$ cat src/rtl/arb_pkg.sv
// Shared types and constants for the unified IF/MEM memory bus arbiter.
package arb_pkg;

  typedef enum logic [1:0] {
    IDLE   = 2'd0,
    I_BUSY = 2'd1,
    D_BUSY = 2'd2,
    RESP   = 2'd3
  } arb_state_e;

  localparam logic [1:0]  GRANT_NONE    = 2'b00;
  localparam logic [1:0]  GRANT_IF      = 2'b01;
  localparam logic [1:0]  GRANT_MEM     = 2'b10;
  localparam logic [1:0]  SIZE_WORD     = 2'b10;
  localparam logic [31:0] TIMEOUT_RDATA = 32'h0;

endpackage

$ cat src/rtl/arb_wait_timer.sv
// Bus wait-state counter: counts cycles without m_ack_n, flags the cycle that reaches
// BUS_TIMEOUT. BUS_TIMEOUT = 0 removes the counter entirely.
module arb_wait_timer #(
  parameter int unsigned BUS_TIMEOUT = 255
) (
  input  logic clk,
  input  logic rst,
  input  logic clear,
  input  logic enable,
  output logic expired
);

  if (BUS_TIMEOUT > 0) begin : g_timer
    localparam int unsigned CntW = $clog2(BUS_TIMEOUT + 1);
    localparam logic [CntW-1:0] CntLast = CntW'(BUS_TIMEOUT - 1);
    localparam logic [CntW-1:0] CntMax  = CntW'(BUS_TIMEOUT);

    logic [CntW-1:0] cnt_q, cnt_d;

    always_comb begin
      cnt_d = cnt_q;
      if (clear) begin
        cnt_d = '0;
      end else if (enable && (cnt_q != CntMax)) begin
        cnt_d = cnt_q + CntW'(1);
      end
    end

    always_ff @(posedge clk or posedge rst) begin
      if (rst) begin
        cnt_q <= '0;
      end else begin
        cnt_q <= cnt_d;
      end
    end

    // Fires on the wait cycle whose increment would reach BUS_TIMEOUT.
    assign expired = enable && !clear && (cnt_q == CntLast);
  end else begin : g_no_timer
    logic unused_timer;
    assign unused_timer = ^{clk, rst, clear, enable};
    assign expired      = 1'b0;
  end

endmodule

$ cat src/rtl/mem_arbiter.sv
// Arbitrates one single-port memory bus between instruction fetch and load/store.
// Optional ARB_STARVE_GUARD_EN bounds consecutive data grants while a fetch waits.
module mem_arbiter
  import arb_pkg::*;
#(
  parameter int unsigned BUS_TIMEOUT    = 255,
  parameter int unsigned MAX_DATA_BURST = 4
) (
  input  logic        clk,
  input  logic        rst,
  input  logic        i_req,
  input  logic [31:0] i_addr,
  output logic [31:0] i_rdata,
  output logic        i_ack_n,
  input  logic        d_req,
  input  logic        d_write,
  input  logic [1:0]  d_size,
  input  logic [31:0] d_addr,
  input  logic [31:0] d_wdata,
  output logic [31:0] d_rdata,
  output logic        d_ack_n,
  output logic        m_req,
  output logic        m_write,
  output logic [1:0]  m_size,
  output logic [31:0] m_addr,
  output logic [31:0] m_wdata,
  input  logic [31:0] m_rdata,
  input  logic        m_ack_n,
  output logic [1:0]  grant,
  output logic        bus_err
);

  arb_state_e  state_q, state_d;
  logic        m_req_q, m_req_d, m_write_q, m_write_d;
  logic [1:0]  m_size_q, m_size_d, grant_q, grant_d;
  logic [31:0] m_addr_q, m_addr_d, m_wdata_q, m_wdata_d;
  logic [31:0] i_rdata_q, i_rdata_d, d_rdata_q, d_rdata_d;
  logic        i_ack_n_q, i_ack_n_d, d_ack_n_q, d_ack_n_d;
  logic        bus_err_q, bus_err_d;
  logic        busy, timer_expired, data_wins, fetch_grant, data_grant;
  logic [31:0] resp_rdata;

  assign busy = (state_q == I_BUSY) || (state_q == D_BUSY);

  arb_wait_timer #(
    .BUS_TIMEOUT(BUS_TIMEOUT)
  ) u_wait_timer (
    .clk    (clk),
    .rst    (rst),
    .clear  (!busy),
    .enable (busy && m_ack_n),
    .expired(timer_expired)
  );

`ifdef ARB_STARVE_GUARD_EN
  localparam int unsigned BurstW = (MAX_DATA_BURST > 0) ? $clog2(MAX_DATA_BURST + 1) : 1;
  localparam logic [BurstW-1:0] BurstMax = BurstW'(MAX_DATA_BURST);

  logic [BurstW-1:0] burst_q, burst_d;

  always_comb begin
    burst_d = burst_q;
    if (fetch_grant) begin
      burst_d = '0;
    end else if (data_grant && i_req && (burst_q != BurstMax)) begin
      burst_d = burst_q + BurstW'(1);
    end
  end

  always_ff @(posedge clk or posedge rst) begin
    if (rst) begin
      burst_q <= '0;
    end else begin
      burst_q <= burst_d;
    end
  end

  assign data_wins = d_req && !(i_req && (burst_q == BurstMax));
`else
  localparam int unsigned unused_max_data_burst = MAX_DATA_BURST;
  assign data_wins = d_req;
`endif

  // A timed-out read returns TIMEOUT_RDATA instead of whatever floats on the bus.
  assign resp_rdata = m_ack_n ? TIMEOUT_RDATA : m_rdata;

  always_comb begin
    state_d     = state_q;
    m_req_d     = m_req_q;
    m_write_d   = m_write_q;
    m_size_d    = m_size_q;
    m_addr_d    = m_addr_q;
    m_wdata_d   = m_wdata_q;
    grant_d     = grant_q;
    i_rdata_d   = i_rdata_q;
    d_rdata_d   = d_rdata_q;
    i_ack_n_d   = 1'b1;
    d_ack_n_d   = 1'b1;
    bus_err_d   = 1'b0;
    fetch_grant = 1'b0;
    data_grant  = 1'b0;
    case (state_q)
      IDLE: begin
        if (data_wins) begin
          state_d    = D_BUSY;
          data_grant = 1'b1;
          m_req_d    = 1'b1;
          m_write_d  = d_write;
          m_size_d   = d_size;
          m_addr_d   = d_addr;
          m_wdata_d  = d_wdata;
          grant_d    = GRANT_MEM;
        end else if (i_req) begin
          state_d     = I_BUSY;
          fetch_grant = 1'b1;
          m_req_d     = 1'b1;
          m_write_d   = 1'b0;
          m_size_d    = SIZE_WORD;
          m_addr_d    = i_addr;
          m_wdata_d   = '0;
          grant_d     = GRANT_IF;
        end
      end
      I_BUSY, D_BUSY: begin
        if (!m_ack_n || timer_expired) begin
          state_d   = RESP;
          m_req_d   = 1'b0;
          m_write_d = 1'b0;
          grant_d   = GRANT_NONE;
          bus_err_d = timer_expired;
          if (state_q == I_BUSY) begin
            i_ack_n_d = 1'b0;
            i_rdata_d = resp_rdata;
          end else begin
            d_ack_n_d = 1'b0;
            if (!m_write_q) begin
              d_rdata_d = resp_rdata;
            end
          end
        end
      end
      RESP: state_d = IDLE;
      default: state_d = IDLE;
    endcase
  end

  always_ff @(posedge clk or posedge rst) begin
    if (rst) begin
      state_q <= IDLE;
    end else begin
      state_q <= state_d;
    end
  end

  always_ff @(posedge clk or posedge rst) begin
    if (rst) begin
      m_req_q   <= 1'b0;
      m_write_q <= 1'b0;
      m_size_q  <= 2'b00;
      m_addr_q  <= '0;
      m_wdata_q <= '0;
      grant_q   <= GRANT_NONE;
      i_rdata_q <= '0;
      d_rdata_q <= '0;
      i_ack_n_q <= 1'b1;
      d_ack_n_q <= 1'b1;
      bus_err_q <= 1'b0;
    end else begin
      m_req_q   <= m_req_d;
      m_write_q <= m_write_d;
      m_size_q  <= m_size_d;
      m_addr_q  <= m_addr_d;
      m_wdata_q <= m_wdata_d;
      grant_q   <= grant_d;
      i_rdata_q <= i_rdata_d;
      d_rdata_q <= d_rdata_d;
      i_ack_n_q <= i_ack_n_d;
      d_ack_n_q <= d_ack_n_d;
      bus_err_q <= bus_err_d;
    end
  end

  assign m_req   = m_req_q;
  assign m_write = m_write_q;
  assign m_size  = m_size_q;
  assign m_addr  = m_addr_q;
  assign m_wdata = m_wdata_q;
  assign grant   = grant_q;
  assign i_rdata = i_rdata_q;
  assign d_rdata = d_rdata_q;
  assign i_ack_n = i_ack_n_q;
  assign d_ack_n = d_ack_n_q;
  assign bus_err = bus_err_q;

endmodule

$ cat config.mk
export PLATFORM = sky130hd
export DESIGN_NAME = mem_arbiter
export DESIGN_NICKNAME = d
export VERILOG_FILES = /design/src/rtl/arb_pkg.sv /design/src/rtl/arb_wait_timer.sv /design/src/rtl/mem_arbiter.sv
export SDC_FILE = /design/constraint.sdc
export NUM_CORES = 1
export LEC_CHECK = 0
export BUFFER_PORTS_ARGS = -buffer_cell sky130_fd_sc_hd__buf_2
export CORE_MARGIN = 8
export CORE_UTILIZATION = 39
export CTS_CLUSTER_DIAMETER = 200
export CTS_CLUSTER_SIZE = 10
export DETAILED_ROUTE_END_ITERATION = 6
export PLACE_DENSITY = 0.68
export SETUP_SLACK_MARGIN = 0.5
export SYNTH_ARGS = -nofsm -noshare
export SYNTH_HDL_FRONTEND = slang
export SYNTH_SLANG_ARGS = --single-unit
$ cat constraint.sdc
create_clock -name clk -period 6.7 [get_ports clk]
set_clock_uncertainty 0.05 [all_clocks]
set_input_delay 1.34 -clock clk [delete_from_list [all_inputs] [get_ports clk]]
set_output_delay 1.34 -clock clk [all_outputs]
set_load 0.02 [all_outputs]
==> flow_results.xml <==
<?xml version="1.0" encoding="UTF-8"?>
<metrics>
  <group name="clock_tree">
    <metric name="cts-buffers-inserted" unit="">17</metric>
    <metric name="cts_max_level" unit="">4</metric>
    <metric name="clkSlewWorstSetupHoldPaths" unit="ns">0.07</metric>
    <metric name="post_cts.resized_instances" unit="">0</metric>
    <metric name="insertion_delay" unit="ns">0.41</metric>
    <metric name="cts_setup_buffers" unit="">0</metric>
    <metric name="cts-root-to-sink-buffers" unit="">2</metric>
    <metric name="cts.sinks" unit="">147</metric>
    <metric name="clock-root-buffer" unit="">sky130_fd_sc_hd__clkbuf_16</metric>
    <metric name="ctsHoldBuffers" unit="">0</metric>
    <metric name="cts_tree" unit="">built</metric>
  </group>
  <group name="floorplanning">
    <metric name="core_region_area" unit="um^2">15090</metric>
    <metric name="top_level_port_count" unit="">273</metric>
    <metric name="dieArea" unit="um^2">19540</metric>
    <metric name="effective_utilization_at_floorplan" unit="%">39.60</metric>
    <metric name="floorplan.die.width" unit="um">139.8</metric>
    <metric name="dieHeight" unit="um">139.8</metric>
    <metric name="rows" unit="">45</metric>
  </group>
  <group name="worst_setup_path">
    <metric name="critical_path.n_buffers_inverters" unit="">2</metric>
    <metric name="r2r-end" unit="">d_rdata[23]</metric>
    <metric name="timing.critical_path.from_type" unit="">input port</metric>
    <metric name="slowest_cell_on_crit_path" unit="">sky130_fd_sc_hd__and2_1</metric>
    <metric name="crit_fanout" unit="">37</metric>
    <metric name="critical-path-max-stage-delay" unit="ns">1.07</metric>
    <metric name="setup.worst_path.class" unit="">in2reg</metric>
    <metric name="critPathArrivalTime" unit="ns">3.35</metric>
    <metric name="r2r_setup_slack" unit="ns">3.66</metric>
    <metric name="crit_chain" unit="">buf_2, buf_4, and2_1, a22oi_1, o2bb2ai_1</metric>
    <metric name="rr_worst_depth" unit="">6</metric>
    <metric name="timing.critical_path.to_type" unit="">flip-flop</metric>
    <metric name="worst_ep_required_time" unit="ns">6.98</metric>
    <metric name="worst_r2r_startpoint" unit="">state_q[0]</metric>
    <metric name="crit_family" unit="">simple AND/OR/NAND/NOR gates</metric>
  </group>
  <group name="drt">
    <metric name="drc" unit="">0</metric>
    <metric name="first_iter_violations" unit="">173</metric>
    <metric name="detail_route.vias_per_cell" unit="">5.165</metric>
    <metric name="wl_per_cell" unit="um">18.90</metric>
    <metric name="first_pass_iters" unit="">4</metric>
    <metric name="ant_nets" unit="">0</metric>
    <metric name="route.vias.total" unit="">4876</metric>
    <metric name="totalWireLength" unit="um">17840</metric>
  </group>
  <group name="place">
    <metric name="dp.final_hpwl" unit="um">13140</metric>
    <metric name="buffer_ports.inserted" unit="">272</metric>
    <metric name="gp_congestion" unit="">0.7821</metric>
  </group>
  <group name="hold_path">
    <metric name="min_path_cells" unit="">2</metric>
    <metric name="hold_path_class" unit="">reg2reg</metric>
    <metric name="worstHoldStart" unit="">m_addr[20]</metric>
    <metric name="timing.hold.worst_endpoint" unit="">m_addr[20]</metric>
  </group>
  <group name="sta">
    <metric name="final-max-slew-violation-count" unit="">0</metric>
    <metric name="final_report_hold_violation_count" unit="">0</metric>
    <metric name="maxClockFrequency" unit="MHz">325.7</metric>
    <metric name="setup_tns" unit="ns">0</metric>
    <metric name="final-setup-viol-count" unit="">0</metric>
    <metric name="worstMarginPinSlew" unit="ns">1.276</metric>
    <metric name="layout_worst_path_cycle_share" unit="%">45.82</metric>
    <metric name="period_needed" unit="ns">3.070</metric>
    <metric name="max_slew_margin" unit="%">14.93</metric>
    <metric name="grt_setup_unrepaired" unit="">no</metric>
  </group>
  <group name="yosys">
    <metric name="synth.net_count" unit="">624</metric>
    <metric name="syn_avg_cell_area" unit="um^2">12.37</metric>
    <metric name="synth-edff-count" unit="">0</metric>
    <metric name="synthArstFlopShare" unit="%">100.0</metric>
    <metric name="synth_top_cell_by_area" unit="">sky130_fd_sc_hd__dfrtp_1</metric>
    <metric name="synthDominantCellAreaShare" unit="%">60.72</metric>
    <metric name="post_synthesis_instance_area" unit="um^2">5976</metric>
    <metric name="synthTopCellsByArea" unit="">sky130_fd_sc_hd__dfrtp_1 61%, sky130_fd_sc_hd__o2bb2ai_1 9.8%, sky130_fd_sc_hd__mux2i_1 6.0%</metric>
    <metric name="ys_seq_elements" unit="">147</metric>
    <metric name="yosysSeqAreaShare" unit="%">61.60</metric>
    <metric name="synth_cells" unit="">483</metric>
    <metric name="warnings_from_yosys" unit="">0</metric>
    <metric name="ys.flop_type" unit="">sky130_fd_sc_hd__dfrtp_1</metric>
    <metric name="synthDistinctLibCells" unit="">37</metric>
  </group>
  <group name="global_route">
    <metric name="grt.overflow.total" unit="">0</metric>
    <metric name="grt_first_pass_wirelength" unit="um">27920</metric>
    <metric name="first_global_vias" unit="">5082</metric>
    <metric name="initial_antenna_violation_count" unit="">2</metric>
    <metric name="grt_usage" unit="%">17.95</metric>
    <metric name="largest_net_degree_at_the_start_of_global_routing" unit="">86</metric>
  </group>
  <group name="cells_and_area">
    <metric name="finalNetCount" unit="">883</metric>
    <metric name="final_common_cell" unit="">sky130_fd_sc_hd__buf_2</metric>
    <metric name="filler_cell_count" unit="">1317</metric>
    <metric name="drive_above_1_share" unit="%">41.59</metric>
    <metric name="most-common-layout-cells" unit="">272 x sky130_fd_sc_hd__buf_2, 145 x sky130_fd_sc_hd__dfrtp_1, 67 x sky130_fd_sc_hd__o2bb2ai_1, 38 x sky130_fd_sc_hd__nand2_1</metric>
    <metric name="finish.utilization" unit="%">53.33</metric>
    <metric name="area_delta_synth_final" unit="%">34.67</metric>
  </group>
  <group name="pwr">
    <metric name="power" unit="mW">4.287</metric>
    <metric name="powerDensity" unit="nW/um^2">532.7</metric>
    <metric name="power.share.combinational" unit="%">42.6</metric>
    <metric name="power.switching" unit="mW">1.818</metric>
    <metric name="vdd_drop_max" unit="uV">237.1</metric>
    <metric name="p_sw_share" unit="%">42.40</metric>
    <metric name="clockPowerShare" unit="%">21.4</metric>
    <metric name="seq_power_share" unit="%">36.0</metric>
    <metric name="pleak" unit="nW">4.127</metric>
    <metric name="internal-power" unit="mW">2.469</metric>
  </group>
  <group name="flow_run">
    <metric name="drv_cap" unit="">0</metric>
  </group>
  <group name="status">
    <metric name="status" unit="">finished, final reports clean</metric>
  </group>
</metrics>
==> cells in the mapped netlist (3+ instances only) <==
master and count:
sky130_fd_sc_hd__a21oi_1 4, sky130_fd_sc_hd__a22o_1 33, sky130_fd_sc_hd__buf_2 11, sky130_fd_sc_hd__clkbuf_1 23
sky130_fd_sc_hd__dfrtp_1 145, sky130_fd_sc_hd__ha_1 5, sky130_fd_sc_hd__inv_1 7, sky130_fd_sc_hd__mux2i_1 36
sky130_fd_sc_hd__nand2_1 38, sky130_fd_sc_hd__nand2b_1 33, sky130_fd_sc_hd__nand3_1 6, sky130_fd_sc_hd__nor2_1 4
sky130_fd_sc_hd__o21ai_0 36, sky130_fd_sc_hd__o21ai_1 3, sky130_fd_sc_hd__o2bb2ai_1 67, sky130_fd_sc_hd__xor2_1 3
==> metrics by stage <==
step / std cells / hold slack (ns) / setup slack (ns) / cell area [um^2]
after floorplan: 483 / 0.4595 / 1.362 / 5976
after global placement: 911 / 0.4080 / 3.322 / 7470
after detailed placement: 911 / 0.4159 / 3.222 / 7470
after CTS: 943 / 0.4309 / 3.597 / 8045
after global routing: 944 / 0.4484 / 3.417 / 8048
final: 944 / 0.4233 / 3.630 / 8048
==> state kept, by name (all words and copies together), names as in the netlist <==
signal                      cells
m_size                          2
i_rdata                        32
u_wait_timer.g_timer.cnt_q      8
grant                           2
state_q                         2
i_ack_n                         1
m_addr                         32
d_rdata                        32
m_write                         1
bus_err                         1
m_wdata                        32
d_ack_n                         1
m_req                           1
==> power groups by stage <==
| stage | registers [mW] | clock network (mW) | logic [mW] |
|---|---|---|---|
| global route | 1.59 | 0.974 | 1.97 |
| global placement | 1.54 | 0 | 1.81 |
| CTS | 1.54 | 0.936 | 1.86 |
| floorplan | 1.99 | 0 | 0.720 |
| detailed placement | 1.54 | 0 | 1.86 |
| finish | 1.54 | 0.916 | 1.83 |
==> layer usage <==
layer / wire (um) / vias up / track usage (%)
li1: - / 2290 / -
met1: 7544 / 2319 / 21.71
met2: 8254 / 243 / 27.87
met3: 1699 / 22 / 7.729
met4: 327 / 2 / 6.800
met5: 13 / - / 0
==> worst max-delay path by stage <==
| stage | slack (ns) | cells past startpoint | startpoint | endpoint |
|---|---|---|---|---|
| finish | 3.63 | 5 | d_req | m_write |
| detailed placement | 3.22 | 5 | d_req | m_write |
| global route | 3.42 | 5 | d_req | m_write |
| floorplan | 1.36 | 1 | rst | bus_err |
| CTS | 3.60 | 6 | state_q[0] | d_rdata[23] |
| global placement | 3.32 | 5 | d_req | m_write |
==> cells by family after synthesis <==
group                    count (synthesis)  synth area share, %
adder cells (fa/ha/maj)                  5                1.047
AO/OA/AOI/OAI                          152                19.41
AND/OR/NAND/NOR                         95                8.334
buffers and inverters                   44                2.994
XOR/XNOR                                 4               0.5864
multiplexers                            36                6.030
flip-flops                             147                61.60
==> worst min-delay path, stage by stage (launching register included) <==
cell                      delay [ns]
sky130_fd_sc_hd__dfrtp_1        0.34
sky130_fd_sc_hd__nand2_1        0.04
sky130_fd_sc_hd__o21ai_0        0.06
==> final cells by class <==
cell class	instances	area, um^2	share of cell area (%)
timing repair buffer	276	1391	17.29
inverter	8	35.03	0.4353
tap	188	235.2	2.923
clock inverter	14	146.4	1.819
sequential	147	3681	45.74
multi-input combinational	292	2127	26.43
clock buffer	18	429.2	5.333
antenna	1	2.502	0.03109
(Power assumes the default switching activity.)
